`config.mk`:
```
export PLATFORM = sky130hd
export DESIGN_NAME = regbridge
export DESIGN_NICKNAME = d
export VERILOG_FILES = /design/src/rtl/regbridge.sv
export SDC_FILE = /design/constraint.sdc
export NUM_CORES = 1
export LEC_CHECK = 0
export CAP_MARGIN = 20
export CELL_PAD_IN_SITES_DETAIL_PLACEMENT = 1
export CELL_PAD_IN_SITES_GLOBAL_PLACEMENT = 1
export CORE_MARGIN = 2
export CORE_UTILIZATION = 31
export DETAILED_ROUTE_END_ITERATION = 12
export PLACE_DENSITY_LB_ADDON = 0.12
export SKIP_LAST_GASP = 1
export SYNTH_ARGS = -nofsm -noshare
export SYNTH_HDL_FRONTEND = slang
export SYNTH_SLANG_ARGS = --single-unit
```
`constraint.sdc`:
```
create_clock -name clk -period 1.8 [get_ports clk]
set_input_delay 0.36 -clock clk [delete_from_list [all_inputs] [get_ports clk]]
set_output_delay 0.36 -clock clk [all_outputs]
set_load 0.005 [all_outputs]
```
`src/rtl/regbridge.sv`:
```
// rtl/regbridge.sv - dual-host register bridge: mailboxes, status word, doorbells and IRQs
//
// Two independent register ports (A = HPS, B = NIOS) share one register file.
// Per-port word map, M = N_A2B + N_B2A:
//   0 .. N_A2B-1   A->B mailboxes (written by A, read-only to B)
//   N_A2B .. M-1   B->A mailboxes (written by B, read-only to A)
//   M              STATUS   read-only, zero-extended stat_in
//   M+1            DB_PEND  own pending doorbells, write 1 to clear
//   M+2            DB_RING  write 1 to set peer pending, read peer pending
//   M+3            IRQ_EN   own interrupt enables
//
// Ports:
//   clk, rst_n                     clock, synchronous active-low reset
//   a_/b_bus_enable, a_/b_rw       access request, 1 = read / 0 = write
//   a_/b_address, a_/b_write_data  word address and write data
//   a_/b_read_data, a_/b_acknowledge  registered response, one cycle
//   a_/b_irq                       registered level interrupts
//   stat_in                        live status bits
//   a2b_regs, b2a_regs             exported mailbox contents, word 0 in LSBs
//   a_/b_db_pend                   exported pending doorbells

module regbridge #(
    parameter int DATA_W = 32,
    parameter int N_A2B  = 2,
    parameter int N_B2A  = 2,
    parameter int N_STAT = 8,
    parameter int N_DB   = 4,
    parameter int AW     = 4
) (
    input  logic                      clk,
    input  logic                      rst_n,
    input  logic                      a_bus_enable,
    input  logic                      a_rw,
    input  logic [AW-1:0]             a_address,
    input  logic [DATA_W-1:0]         a_write_data,
    output logic [DATA_W-1:0]         a_read_data,
    output logic                      a_acknowledge,
    output logic                      a_irq,
    input  logic                      b_bus_enable,
    input  logic                      b_rw,
    input  logic [AW-1:0]             b_address,
    input  logic [DATA_W-1:0]         b_write_data,
    output logic [DATA_W-1:0]         b_read_data,
    output logic                      b_acknowledge,
    output logic                      b_irq,
    input  logic [N_STAT-1:0]         stat_in,
    output logic [N_A2B*DATA_W-1:0]   a2b_regs,
    output logic [N_B2A*DATA_W-1:0]   b2a_regs,
    output logic [N_DB-1:0]           a_db_pend,
    output logic [N_DB-1:0]           b_db_pend
);

    localparam int M         = N_A2B + N_B2A;
    localparam int ADDR_STAT = M;
    localparam int ADDR_PEND = M + 1;
    localparam int ADDR_RING = M + 2;
    localparam int ADDR_IEN  = M + 3;

    logic [N_DB-1:0]   a_irq_en;
    logic [N_DB-1:0]   b_irq_en;
    logic [DATA_W-1:0] stat_ext;
    logic [DATA_W-1:0] a_rd_mux;
    logic [DATA_W-1:0] b_rd_mux;
    logic              a_acc, b_acc;
    logic              a_wr, b_wr;
    logic [N_DB-1:0]   a_clr, b_clr;
    logic [N_DB-1:0]   a_ring, b_ring;

    // A request arriving while acknowledge is high belongs to the access
    // just completed, so it is not sampled again.
    assign a_acc = a_bus_enable && !a_acknowledge;
    assign b_acc = b_bus_enable && !b_acknowledge;
    assign a_wr  = a_acc && !a_rw;
    assign b_wr  = b_acc && !b_rw;

    always_comb begin
        stat_ext = '0;
        stat_ext[N_STAT-1:0] = stat_in;
    end

    always_comb begin
        a_clr  = '0;
        b_clr  = '0;
        a_ring = '0;
        b_ring = '0;
        if (a_wr && int'(a_address) == ADDR_PEND) a_clr  = a_write_data[N_DB-1:0];
        if (b_wr && int'(b_address) == ADDR_PEND) b_clr  = b_write_data[N_DB-1:0];
        if (a_wr && int'(a_address) == ADDR_RING) a_ring = a_write_data[N_DB-1:0];
        if (b_wr && int'(b_address) == ADDR_RING) b_ring = b_write_data[N_DB-1:0];
    end

    // Shared read decode; reads see current register contents, so a reader
    // racing the owner's write in the same cycle gets the old value.
    function automatic logic [DATA_W-1:0] read_word(
        input logic [AW-1:0]           addr,
        input logic [N_A2B*DATA_W-1:0] a2b,
        input logic [N_B2A*DATA_W-1:0] b2a,
        input logic [DATA_W-1:0]       stat,
        input logic [N_DB-1:0]         own_pend,
        input logic [N_DB-1:0]         peer_pend,
        input logic [N_DB-1:0]         own_ien
    );
        logic [DATA_W-1:0] rd;
        int                a;
        rd = '0;
        a  = int'(addr);
        for (int i = 0; i < N_A2B; i++) begin
            if (a == i) rd = a2b[i*DATA_W +: DATA_W];
        end
        for (int j = 0; j < N_B2A; j++) begin
            if (a == N_A2B + j) rd = b2a[j*DATA_W +: DATA_W];
        end
        if (a == ADDR_STAT) rd = stat;
        if (a == ADDR_PEND) rd[N_DB-1:0] = own_pend;
        if (a == ADDR_RING) rd[N_DB-1:0] = peer_pend;
        if (a == ADDR_IEN)  rd[N_DB-1:0] = own_ien;
        return rd;
    endfunction

    always_comb begin
        a_rd_mux = read_word(a_address, a2b_regs, b2a_regs, stat_ext,
                             a_db_pend, b_db_pend, a_irq_en);
        b_rd_mux = read_word(b_address, a2b_regs, b2a_regs, stat_ext,
                             b_db_pend, a_db_pend, b_irq_en);
    end

    always_ff @(posedge clk) begin
        if (!rst_n) begin
            a_acknowledge <= 1'b0;
            b_acknowledge <= 1'b0;
            a_read_data   <= '0;
            b_read_data   <= '0;
        end else begin
            a_acknowledge <= a_acc;
            b_acknowledge <= b_acc;
            a_read_data   <= (a_acc && a_rw) ? a_rd_mux : '0;
            b_read_data   <= (b_acc && b_rw) ? b_rd_mux : '0;
        end
    end

    always_ff @(posedge clk) begin
        if (!rst_n) begin
            a2b_regs <= '0;
            b2a_regs <= '0;
            a_irq_en <= '0;
            b_irq_en <= '0;
        end else begin
            for (int i = 0; i < N_A2B; i++) begin
                if (a_wr && int'(a_address) == i)
                    a2b_regs[i*DATA_W +: DATA_W] <= a_write_data;
            end
            for (int j = 0; j < N_B2A; j++) begin
                if (b_wr && int'(b_address) == N_A2B + j)
                    b2a_regs[j*DATA_W +: DATA_W] <= b_write_data;
            end
            if (a_wr && int'(a_address) == ADDR_IEN) a_irq_en <= a_write_data[N_DB-1:0];
            if (b_wr && int'(b_address) == ADDR_IEN) b_irq_en <= b_write_data[N_DB-1:0];
        end
    end

    // Ring is OR-ed in after the clear so a same-cycle ring keeps the bit set.
    always_ff @(posedge clk) begin
        if (!rst_n) begin
            a_db_pend <= '0;
            b_db_pend <= '0;
            a_irq     <= 1'b0;
            b_irq     <= 1'b0;
        end else begin
            a_db_pend <= (a_db_pend & ~a_clr) | b_ring;
            b_db_pend <= (b_db_pend & ~b_clr) | a_ring;
            a_irq     <= |(a_db_pend & a_irq_en);
            b_irq     <= |(b_db_pend & b_irq_en);
        end
    end

endmodule

```
==> metrics, run 1 <==
RR Startpoint a_acknowledge; Synth top cells by count nand2_1 (276), dfxtp_1 (212), a21boi_0 (79); Root Driver clkbuf_16; top-count cell post-synth nand2_1; post-route cell area between 10000 and 15000 um^2; CTS tree built; Fin. Hold Viols 0; critical path required time ~1.4 ns; worst path cell trace clkdlybuf4s50_1; top_reg_cell synth dfxtp_1; outcome complete, but fails checks; failing checks negative setup slack; cell taking the most area after synthesis dfxtp_1; # fillers around 3400; grt ovf 0; PwrDens roughly 770 nW/um^2; Startpoint Class flop; CP bufs+invs 1; number of enable flip-flop cells after synthesis 0; detailed placement HPWL between 20000 and 30000 um; DRC errors left 0; footprint of the multi-input gates a little under 5000 um^2; GRT Util Overall 0.249; Area growth syn-to-layout 54.6%; Core ar. roughly 30000 um^2; max_cap viols 0; post-synthesis cell count 1079; f_max about 560 MHz; crit path time final about 1.8 ns; #FFs+latches synth about 210; worst hold start rst_n; register area about 4500 um^2; Post-DP Area roughly 13000 um^2; Placed Cells around 1700; first-pass GRT wire length a little over 60000 um; final setup vio count 1; crit-path max FO 6; Slowest cell on crit path clkdlybuf4s50_1; internal reg-to-reg setup slack approximately 0.010 ns; CP peak stage delay between 0.5 and 0.6 ns; mapped cell area approximately 9500 um^2; die width ~180 um; pin count of the biggest net entering global routing 90; RSZ-0062 raised after global routing true; vias per inst ~5.3; nets@finish ~1500; clock sinks approximately 210; WHS Path Cells 2; Crit. End Element output pin; max_slew headroom 0.727; Slew Limit Fails 0; Crit Path Class flop to output pin; leakage 5.94 nW; FP Rows between 60 and 70; 1st-pass router iterations 5; post-synth cell types slightly below 50; RR Endpoint a_db_pend[2]; critical path depth in cells 1; fin cells 1800; Initial Util 0.317; Worst-path clk slew roughly 0.060 ns; 1st-iter DRT viols 552; top-area cell type share of the netlist area 0.448; layout cells sized above 1 0.197; Die Span Y ~180 um; Die ar. approximately 32000 um^2; depth of the most critical reg-to-reg path 6; Clock Skew 0.0128 ns; Mapped Avg Cell Area 8.78 um^2; H-tree depth 1; wire per inst about 22 um; fin crit share 1.00; I/O pins slightly below 300; Synth async-reset ratio 0; overall power roughly 11 mW; Clock Tree Buf Depth 3; post-synthesis sequential area ratio 0.448; Max VDD drop slightly above 0.0006 V; Post-Synthesis Net Count roughly 1200; initial antenna violation count 1; total CTS buffers 26; number of global-route vias before repair between 9000 and 10000; top cells by area, synth dfxtp_1 (45%), nand2_1 (11%), mux2i_1 (7.5%), a21boi_0 (6.3%), o2bb2ai_1 (5.3%); I/O Buffers about 290; ANT nets after route 0; setup ws final -0.00101 ns; CP arrival between 1 and 1.5 ns; RePlAce Congestion roughly 0.83; routed wire length 40400 um; via count roughly 9500; family with the most delay on the worst path buffers and inverters; Yosys warning total 0; HP Class input port to flop; clk_lat worst skew 0.54 ns; Worst Tran Pin Value around 0.41 ns; WHS Endpoint b_acknowledge
cell type report:
cell class,count,share of cell area
Inverter,5,0.00128
Tap cell,390,0.0333
Antenna cell,1,0.000171
Sequential cell,212,0.308
Clock buffer,38,0.0530
Multi-Input combinational cell,770,0.332
Clock inverter,10,0.0110
Timing Repair Buffer,374,0.261
metrics by stage:
step                      hold slack, ns  setup WS [ns]   util   TNS, ns
after floorplan                    0.469         0.0616      -         0
after global placement             0.474         -0.566  0.447    -64.39
after detailed placement           0.481         -0.605  0.447    -69.25
after CTS                          0.216        -0.0575  0.484   -0.0695
after global routing               0.232        -0.0397  0.490   -0.0484
final                              0.225       -0.00101  0.490  -0.00101
metal layers:
metal	track usage	share of wire	vias to the layer above
met4	0.0542	0.019	0
met5	0	0	-
li1	-	-	4409
met3	0.0350	0.053	61
met2	0.430	0.48	298
met1	0.328	0.44	4729
state kept, by name, summed over array words and instances (netlist names):
signal         cells
b2a_regs          64
a_acknowledge      1
a_irq_en           4
b_irq              1
b_read_data       32
a2b_regs          64
b_acknowledge      1
a_db_pend          4
a_irq              1
a_read_data       32
b_irq_en           4
b_db_pend          4
worst max-delay path by stage:
stage,start,to
3_5_place_dp,a_bus_enable,a2b_regs[2]
3_3_place_gp,a_bus_enable,a2b_regs[18]
6_report,b_db_pend[1],b_db_pend[1]
2_1_floorplan,a_address[3],a2b_regs[20]
4_1_cts,b_db_pend[1],b_db_pend[1]
5_1_grt,b_db_pend[1],b_db_pend[1]
power breakdown:
part / switching (mW) / leakage (nW) / total, mW / internal, mW
Clock: 2.11 / 0.466 / 5.66 / 3.55
Combinational: 0.497 / 3.70 / 0.947 / 0.450
Sequential: 0.0280 / 1.78 / 4.68 / 4.65
Total: 2.64 / 5.94 / 11.3 / 8.65
cell usage in the layout, fill, tap and decap left out, types with 19 or more instances in the layout:
cell / n
dfxtp_4: 48
nand2_1: 275
mux2i_1: 71
a21boi_1: 51
dfxtp_1: 101
buf_4: 65
dfxtp_2: 63
dlymetal6s2s_1: 44
clkdlybuf4s50_1: 199
nor2_1: 64
dlygate4sd2_1: 41
o2bb2ai_1: 57
a21boi_0: 79
clkbuf_16: 26
buf_12: 19
a22oi_1: 53
worst reg2reg max path: cells and delay by family, from the launching register on:
kind | cells | cell delay [ns]
AND/OR/NAND/NOR | 3 | 0.72
flip-flops | 1 | 0.32
buffers and inverters | 2 | 0.37
AO/OA/AOI/OAI | 1 | 0.27
what timing repair did:
item	in CTS	in global routing
gates cloned	0	0
setup buffers	2	0
gates resized for setup	179	71
hold buffers	0	0
endpoints found under the setup margin	177	106
cells by family (layout without fill, tap and decap cells):
| group | after synthesis | in the layout | synth area share |
|---|---|---|---|
| compound gates | 293 | 293 | 0.240 |
| flops | 212 | 212 | 0.448 |
| simple gates | 397 | 397 | 0.175 |
| buf+inv | 97 | 427 | 0.0452 |
| other cells | 0 | 1 | 0 |
| mux | 80 | 80 | 0.0917 |
Power figures use the tool's default switching activity.
==> inputs of run 2 (changes only) <==
--- a/config.mk
+++ b/config.mk
@@ -9,7 +9,7 @@
 export CELL_PAD_IN_SITES_DETAIL_PLACEMENT = 1
 export CELL_PAD_IN_SITES_GLOBAL_PLACEMENT = 1
 export CORE_MARGIN = 2
-export CORE_UTILIZATION = 31
+export CORE_UTILIZATION = 35
 export DETAILED_ROUTE_END_ITERATION = 12
 export PLACE_DENSITY_LB_ADDON = 0.12
 export SKIP_LAST_GASP = 1
==> constraint.sdc (replaced) <==
create_clock -name clk -period 1.87 [get_ports clk]
set_input_delay 0.374 -clock clk [delete_from_list [all_inputs] [get_ports clk]]
set_output_delay 0.374 -clock clk [all_outputs]
set_load 0.005 [all_outputs]
==> run 2 against run 1 <==
Compared with the run above:
- the flow now finishes without violations
- via count barely moved
- sequential cell count unchanged
- die area decreased by 11%
- final cell count decreased by 3.1%
- sequential power shrank 2%
- clock-buffer cell count fell by 3
- critical path depth unchanged
- non-clock buffer count down 2
- largest cell class unchanged
- highest routed layer unchanged
==> metrics, run 2 (synthesis results as in run 1) <==
pin count of the biggest net entering global routing 99 (was 90); max_cap viols 0 (unchanged); clk_lat worst skew 0.53 ns (was 0.54 ns); Initial Util 0.354 (was 0.317); grt met2 use 0.449 (was 0.430); fin crit share 0.988; total CTS buffers 24 (was 26); Crit Path Class flop to output pin (unchanged); outcome complete, no violations (was complete, but fails checks); 1st-iter DRT viols 632 (was 552); Startpoint Class flop (unchanged); FP Rows 60 (was 63); GRT Util Overall 0.268 (was 0.249); Max VDD drop 0.000515 V (was 0.000615 V); DRC errors left 0 (unchanged); initial antenna violation count 0 (was 1); Crit. End Element output pin (unchanged); H-tree depth 1 (unchanged); Slowest cell on crit path clkdlybuf4s50_1 (unchanged); GRT Max-Usage Layer met2 (unchanged); post-route cell area 14200 um^2 (was 14600 um^2); die width 168 um (was 179 um); first-pass GRT wire length 58800 um (was 60400 um); Core ar. 26700 um^2 (was 29900 um^2); 1st-pass router iterations 5 (unchanged); commonest non-fill, non-tap cell in the layout nand2_1 (unchanged); Clock Tree Buf Depth 3 (unchanged); nets@finish 1471 (was 1475); wire per inst 22.4 um (about the same); met1 Track Usage GR 0.352 (was 0.328); Die ar. 28400 um^2 (was 32000 um^2); final setup vio count 0 (was 1); Die Span Y 168 um (was 179 um); Post-DP Area 13300 um^2 (about the same); Area growth syn-to-layout 50.3% (was 54.6%); hold_ws 0.225 ns (about the same); Fin. Hold Viols 0 (unchanged); GRT met3 Usage 0.0458 (was 0.0350); f_max between 500 and 600 MHz; I/O pins 290 (unchanged); HP Class input port to flop (unchanged); CP bufs+invs 1 (unchanged); RePlAce Congestion 0.864 (was 0.832); critical path required time 1.50 ns (was 1.44 ns); # fillers 3040 (was 3426); Worst-path clk slew 0.06 ns (about the same); leakage 4.99 nW (was 5.94 nW); Root Driver clkbuf_16 (unchanged); Placed Cells 1700 (was 1749); Largest regs a2b_regs: 64 flops, b2a_regs: 64 flops (unchanged); detailed placement HPWL 27400 um (was 28600 um); CTS tree built (unchanged); routed wire length 39100 um (was 40400 um); grt ovf 0 (unchanged); clock sinks 212 (unchanged); max_slew headroom 0.744 (was 0.727); crit-path max FO 4 (was 6); overall power 10.5 mW (was 11.3 mW); Worst Tran Pin Value 0.385 ns (was 0.408 ns); diodes inserted 0 (was 1); CP peak stage delay 0.53 ns (was 0.52 ns); ANT nets after route 0 (unchanged); crit path time final between 1.5 and 2 ns; fin cells 1744 (was 1800); Slew Limit Fails 0 (unchanged); family with the most delay on the worst path buffers and inverters (unchanged); via count 9506 (was 9497); layout cells sized above 1 0.159 (was 0.197); most frequent cells in the layout nand2_1 (275), clkdlybuf4s50_1 (271), dfxtp_1 (148) (was nand2_1 (275), clkdlybuf4s50_1 (199), dfxtp_1 (101)); vias per inst 5.45 (was 5.28); RSZ-0062 raised after global routing true (unchanged); I/O Buffers 289 (unchanged); worst path cell trace clkdlybuf4s50_1 (unchanged); Clock Skew 0.0146 ns (was 0.0128 ns); CP arrival 1.47 ns (was 1.44 ns); number of global-route vias before repair 9836 (was 9816); PwrDens 740 nW/um^2 (was 771 nW/um^2)
run 2: metal layers:
layer	vias to the layer above	share of wire	wire length (um)
met4	0	0.027	1040
li1	4401	-	-
met2	346	0.47	18500
met1	4688	0.44	17200
met5	-	0	0
met3	71	0.061	2390
run 2: final cells by class:
| cell class | count | area [um^2] | share of cell area |
|---|---|---|---|
| Timing Repair Buffer | 372 | 3750 | 0.264 |
| Multi-Input combinational cell | 770 | 4860 | 0.342 |
| Clock buffer | 35 | 713 | 0.0501 |
| Clock inverter | 9 | 128 | 0.00897 |
| Tap cell | 341 | 427 | 0.0300 |
| Inverter | 5 | 18.8 | 0.00132 |
| Sequential cell | 212 | 4330 | 0.304 |
run 2: what timing repair did:
| item | 4_1_cts | 5_1_grt |
|---|---|---|
| resized for setup | 34 | 50 |
| buffers inserted | 0 | 0 |
| endpoints found under the setup margin | 47 | 78 |
| hold buffers | 0 | 0 |
run 2: metrics by stage:
step           utilization  setup slack [ns]  TNS [ns]
2_1_floorplan            -             0.118         0
3_3_place_gp         0.497            -0.484    -55.12
3_5_place_dp         0.497            -0.578    -64.06
4_1_cts              0.529          0.000637         0
5_1_grt              0.532           -0.0255   -0.0256
6_report             0.532            0.0229         0
run 2: power breakdown:
| group | internal (mW) | switching [mW] | total, mW |
|---|---|---|---|
| clock network | 3.06 | 1.99 | 5.05 |
| logic | 0.432 | 0.473 | 0.904 |
| registers | 4.54 | 0.0274 | 4.57 |
| total | 8.03 | 2.49 | 10.5 |
run 2: worst paths after layout:
kind	start	end	slack [ns]	depth (start not counted)
max	b2a_regs[2]	b2a_regs[2]	0.02	1
min	rst_n	b_acknowledge	0.22	2
max reg2reg	a_acknowledge	a2b_regs[47]	0.10	5
min reg2reg	a2b_regs[57]	a2b_regs[57]	0.48	2
==> inputs of run 3 (changes only) <==
--- a/config.mk
+++ b/config.mk
@@ -9,7 +9,7 @@
 export CELL_PAD_IN_SITES_DETAIL_PLACEMENT = 1
 export CELL_PAD_IN_SITES_GLOBAL_PLACEMENT = 1
 export CORE_MARGIN = 2
-export CORE_UTILIZATION = 35
+export CORE_UTILIZATION = 33
 export DETAILED_ROUTE_END_ITERATION = 12
 export PLACE_DENSITY_LB_ADDON = 0.12
 export SKIP_LAST_GASP = 1
==> run 3 against run 2 <==
Compared with the run above:
- register-to-register slack is essentially flat
- via count grew 0.39%
- combinational power grew 1%
- critical endpoint is now b2a_regs[9]
- critical path depth is the same
- die area grew 5.9%
- clock skew shrank 0.0059 ns
- core utilization shrank 2.6 points
- largest cell class unchanged
- wire length grew 1.8%
==> metrics, run 3 (synthesis results as in run 1) <==
outcome complete, no violations (unchanged); first-pass GRT wire length 60400 um (was 58800 um); Worst-path clk slew 0.06 ns (about the same); Clock Skew 0.00864 ns (was 0.0146 ns); FP Rows 62 (was 60); fin crit share 0.984 (was 0.988); leakage 5.02 nW (was 4.99 nW); Slew Limit Fails 0 (unchanged); Slowest cell on crit path clkdlybuf4s50_1 (unchanged); # hold bufs at CTS 0 (unchanged); post_cts resized 31 (was 34); sw power 2.52 mW (was 2.49 mW); pin count of the biggest net entering global routing 97 (was 99); number of global-route vias before repair 9932 (was 9836); wire per inst 22.2 um (was 22.4 um); final setup vio count 0 (unchanged); CP bufs+invs 1 (unchanged); family with the most delay on the worst path buffers and inverters (unchanged); die width 173 um (was 168 um); Area growth syn-to-layout 52.4% (was 50.3%); depth of the most critical reg-to-reg path 5 (unchanged); total CTS buffers 25 (was 24); CP peak stage delay 0.53 ns (about the same); RePlAce Congestion 0.878 (was 0.864); Clock Tree Buf Depth 3 (unchanged); initial antenna violation count 2 (was 0); clock sinks 212 (unchanged); PwrDens 770 nW/um^2 (was 740 nW/um^2); worst path cell trace clkdlybuf4s50_1 (unchanged); internal reg-to-reg setup slack 0.11 ns (was 0.10 ns); Int Power 8.59 mW (was 8.03 mW); Core ar. 28500 um^2 (was 26700 um^2); 1st-iter DRT viols 662 (was 632); critical path required time 1.50 ns (about the same); # fillers 3252 (was 3040); detailed placement HPWL 28400 um (was 27400 um); RR Startpoint a_acknowledge (unchanged); Startpoint Class flop (unchanged); Post-DP Area 13300 um^2 (about the same); I/O Buffers 289 (unchanged); crit path time final 1.84 ns (was 1.85 ns); H-tree depth 1 (unchanged); Max VDD drop 0.000496 V (was 0.000515 V); max_slew headroom 0.708 (was 0.744); max_cap viols 0 (unchanged); Fin. Hold Viols 0 (unchanged); Logic pwr share 0.082 (was 0.086); f_max 543 MHz (was 541 MHz); CTS tree built (unchanged); Die Span Y 173 um (was 168 um); most frequent cells in the layout nand2_1 (275), clkdlybuf4s50_1 (274), dfxtp_1 (135) (was nand2_1 (275), clkdlybuf4s50_1 (271), dfxtp_1 (148)); post-route cell area 14400 um^2 (was 14200 um^2); worst hold start rst_n (unchanged); Largest regs a2b_regs: 64 flops, b2a_regs: 64 flops (unchanged); commonest non-fill, non-tap cell in the layout nand2_1 (unchanged); Sw Share 0.227 (was 0.237); Clk network pwr share 0.507 (was 0.480); WHS Endpoint b_acknowledge (unchanged); GRT Util Overall 0.257 (was 0.268); 1st-pass router iterations 5 (unchanged); Seq pwr share 0.411 (was 0.434); Initial Util 0.333 (was 0.354); HP Class input port to flop (unchanged); Crit Path Class flop to output pin (unchanged); crit-path max FO 4 (unchanged); RR Endpoint a2b_regs[47] (unchanged); grt ovf 0 (unchanged); via count 9543 (was 9506); WHS Path Cells 2 (unchanged); vias per inst 5.32 (was 5.45); Root Driver clkbuf_16 (unchanged); DRC errors left 0 (unchanged); hold_ws 0.229 ns (was 0.225 ns); routed wire length 39900 um (was 39100 um); layout cells sized above 1 0.173 (was 0.159); Die ar. 30100 um^2 (was 28400 um^2); postcts setup bufs 0 (unchanged); CP arrival 1.47 ns (about the same); nets@finish 1475 (was 1471); critical path depth in cells 1 (unchanged); Worst Tran Pin Value 0.439 ns (was 0.385 ns); ANT nets after route 0 (unchanged); Crit. End Element output pin (unchanged); I/O pins 290 (unchanged); clk_lat worst skew 0.53 ns (about the same)
[run 3: cell count changes in the layout (fill, tap and decap cells not counted), sizes merged, moves of 3 or more]
cell	previous run	this run
bufinv	3	7
clkbuf	35	32
buf	88	91
clkdlybuf4s50	271	274
[run 3: layout make-up]
class | count | area (um^2) | area share
flip-flops and latches | 212 | 4340 | 0.301
multi-input cells | 770 | 4860 | 0.337
clock inverters | 14 | 254 | 0.0176
inverters | 5 | 18.8 | 0.00130
clock buffers | 32 | 702 | 0.0486
repair buffers | 375 | 3760 | 0.261
well taps | 384 | 480 | 0.0333
diodes | 2 | 5.00 | 0.000347
[run 3: through the flow]
| stage | setup TNS [ns] | util | power [mW] | instances | setup slack (ns) |
|---|---|---|---|---|---|
| 6_report | 0 | 0.507 | 11.1 | 1794 | 0.0297 |
| 5_1_grt | -0.000338 | 0.507 | 11.4 | 1793 | -0.000338 |
| 3_5_place_dp | -54.83 | 0.469 | 5.57 | 1746 | -0.545 |
| 2_1_floorplan | 0 | - | 5.02 | 1079 | 0.118 |
| 4_1_cts | -0.00857 | 0.503 | 11.2 | 1792 | -0.00857 |
| 3_3_place_gp | -48.05 | 0.469 | 5.57 | 1746 | -0.500 |
[run 3: power by group through the flow]
stage	Sequential (mW)	Clock [mW]	Combinational, mW
after floorplan	4.66	0	0.356
after global placement	4.67	0	0.900
after detailed placement	4.67	0	0.904
after CTS	4.57	5.69	0.910
after global routing	4.57	5.90	0.963
final	4.57	5.63	0.915
[run 3: how the worst max path moves through the flow]
stage / startpoint / end / slack, ns
detailed placement: a_bus_enable / a2b_regs[22] / -0.55
CTS: a_acknowledge / a2b_regs[3] / -0.009
finish: b2a_regs[9] / b2a_regs[9] / 0.03
floorplan: a_address[3] / a2b_regs[20] / 0.12
global route: a2b_regs[19] / a2b_regs[19] / -0.0003
global placement: a_bus_enable / a2b_regs[19] / -0.50
[run 3: per-layer routing]
metal	wire length (um)	global-route usage	part of all wire	vias to the layer above
li1	-	-	-	4402
met1	17500	0.336	0.44	4776
met2	19200	0.441	0.48	310
met3	2340	0.0425	0.059	55
met4	806	0.0636	0.020	0
met5	0	0	0	-
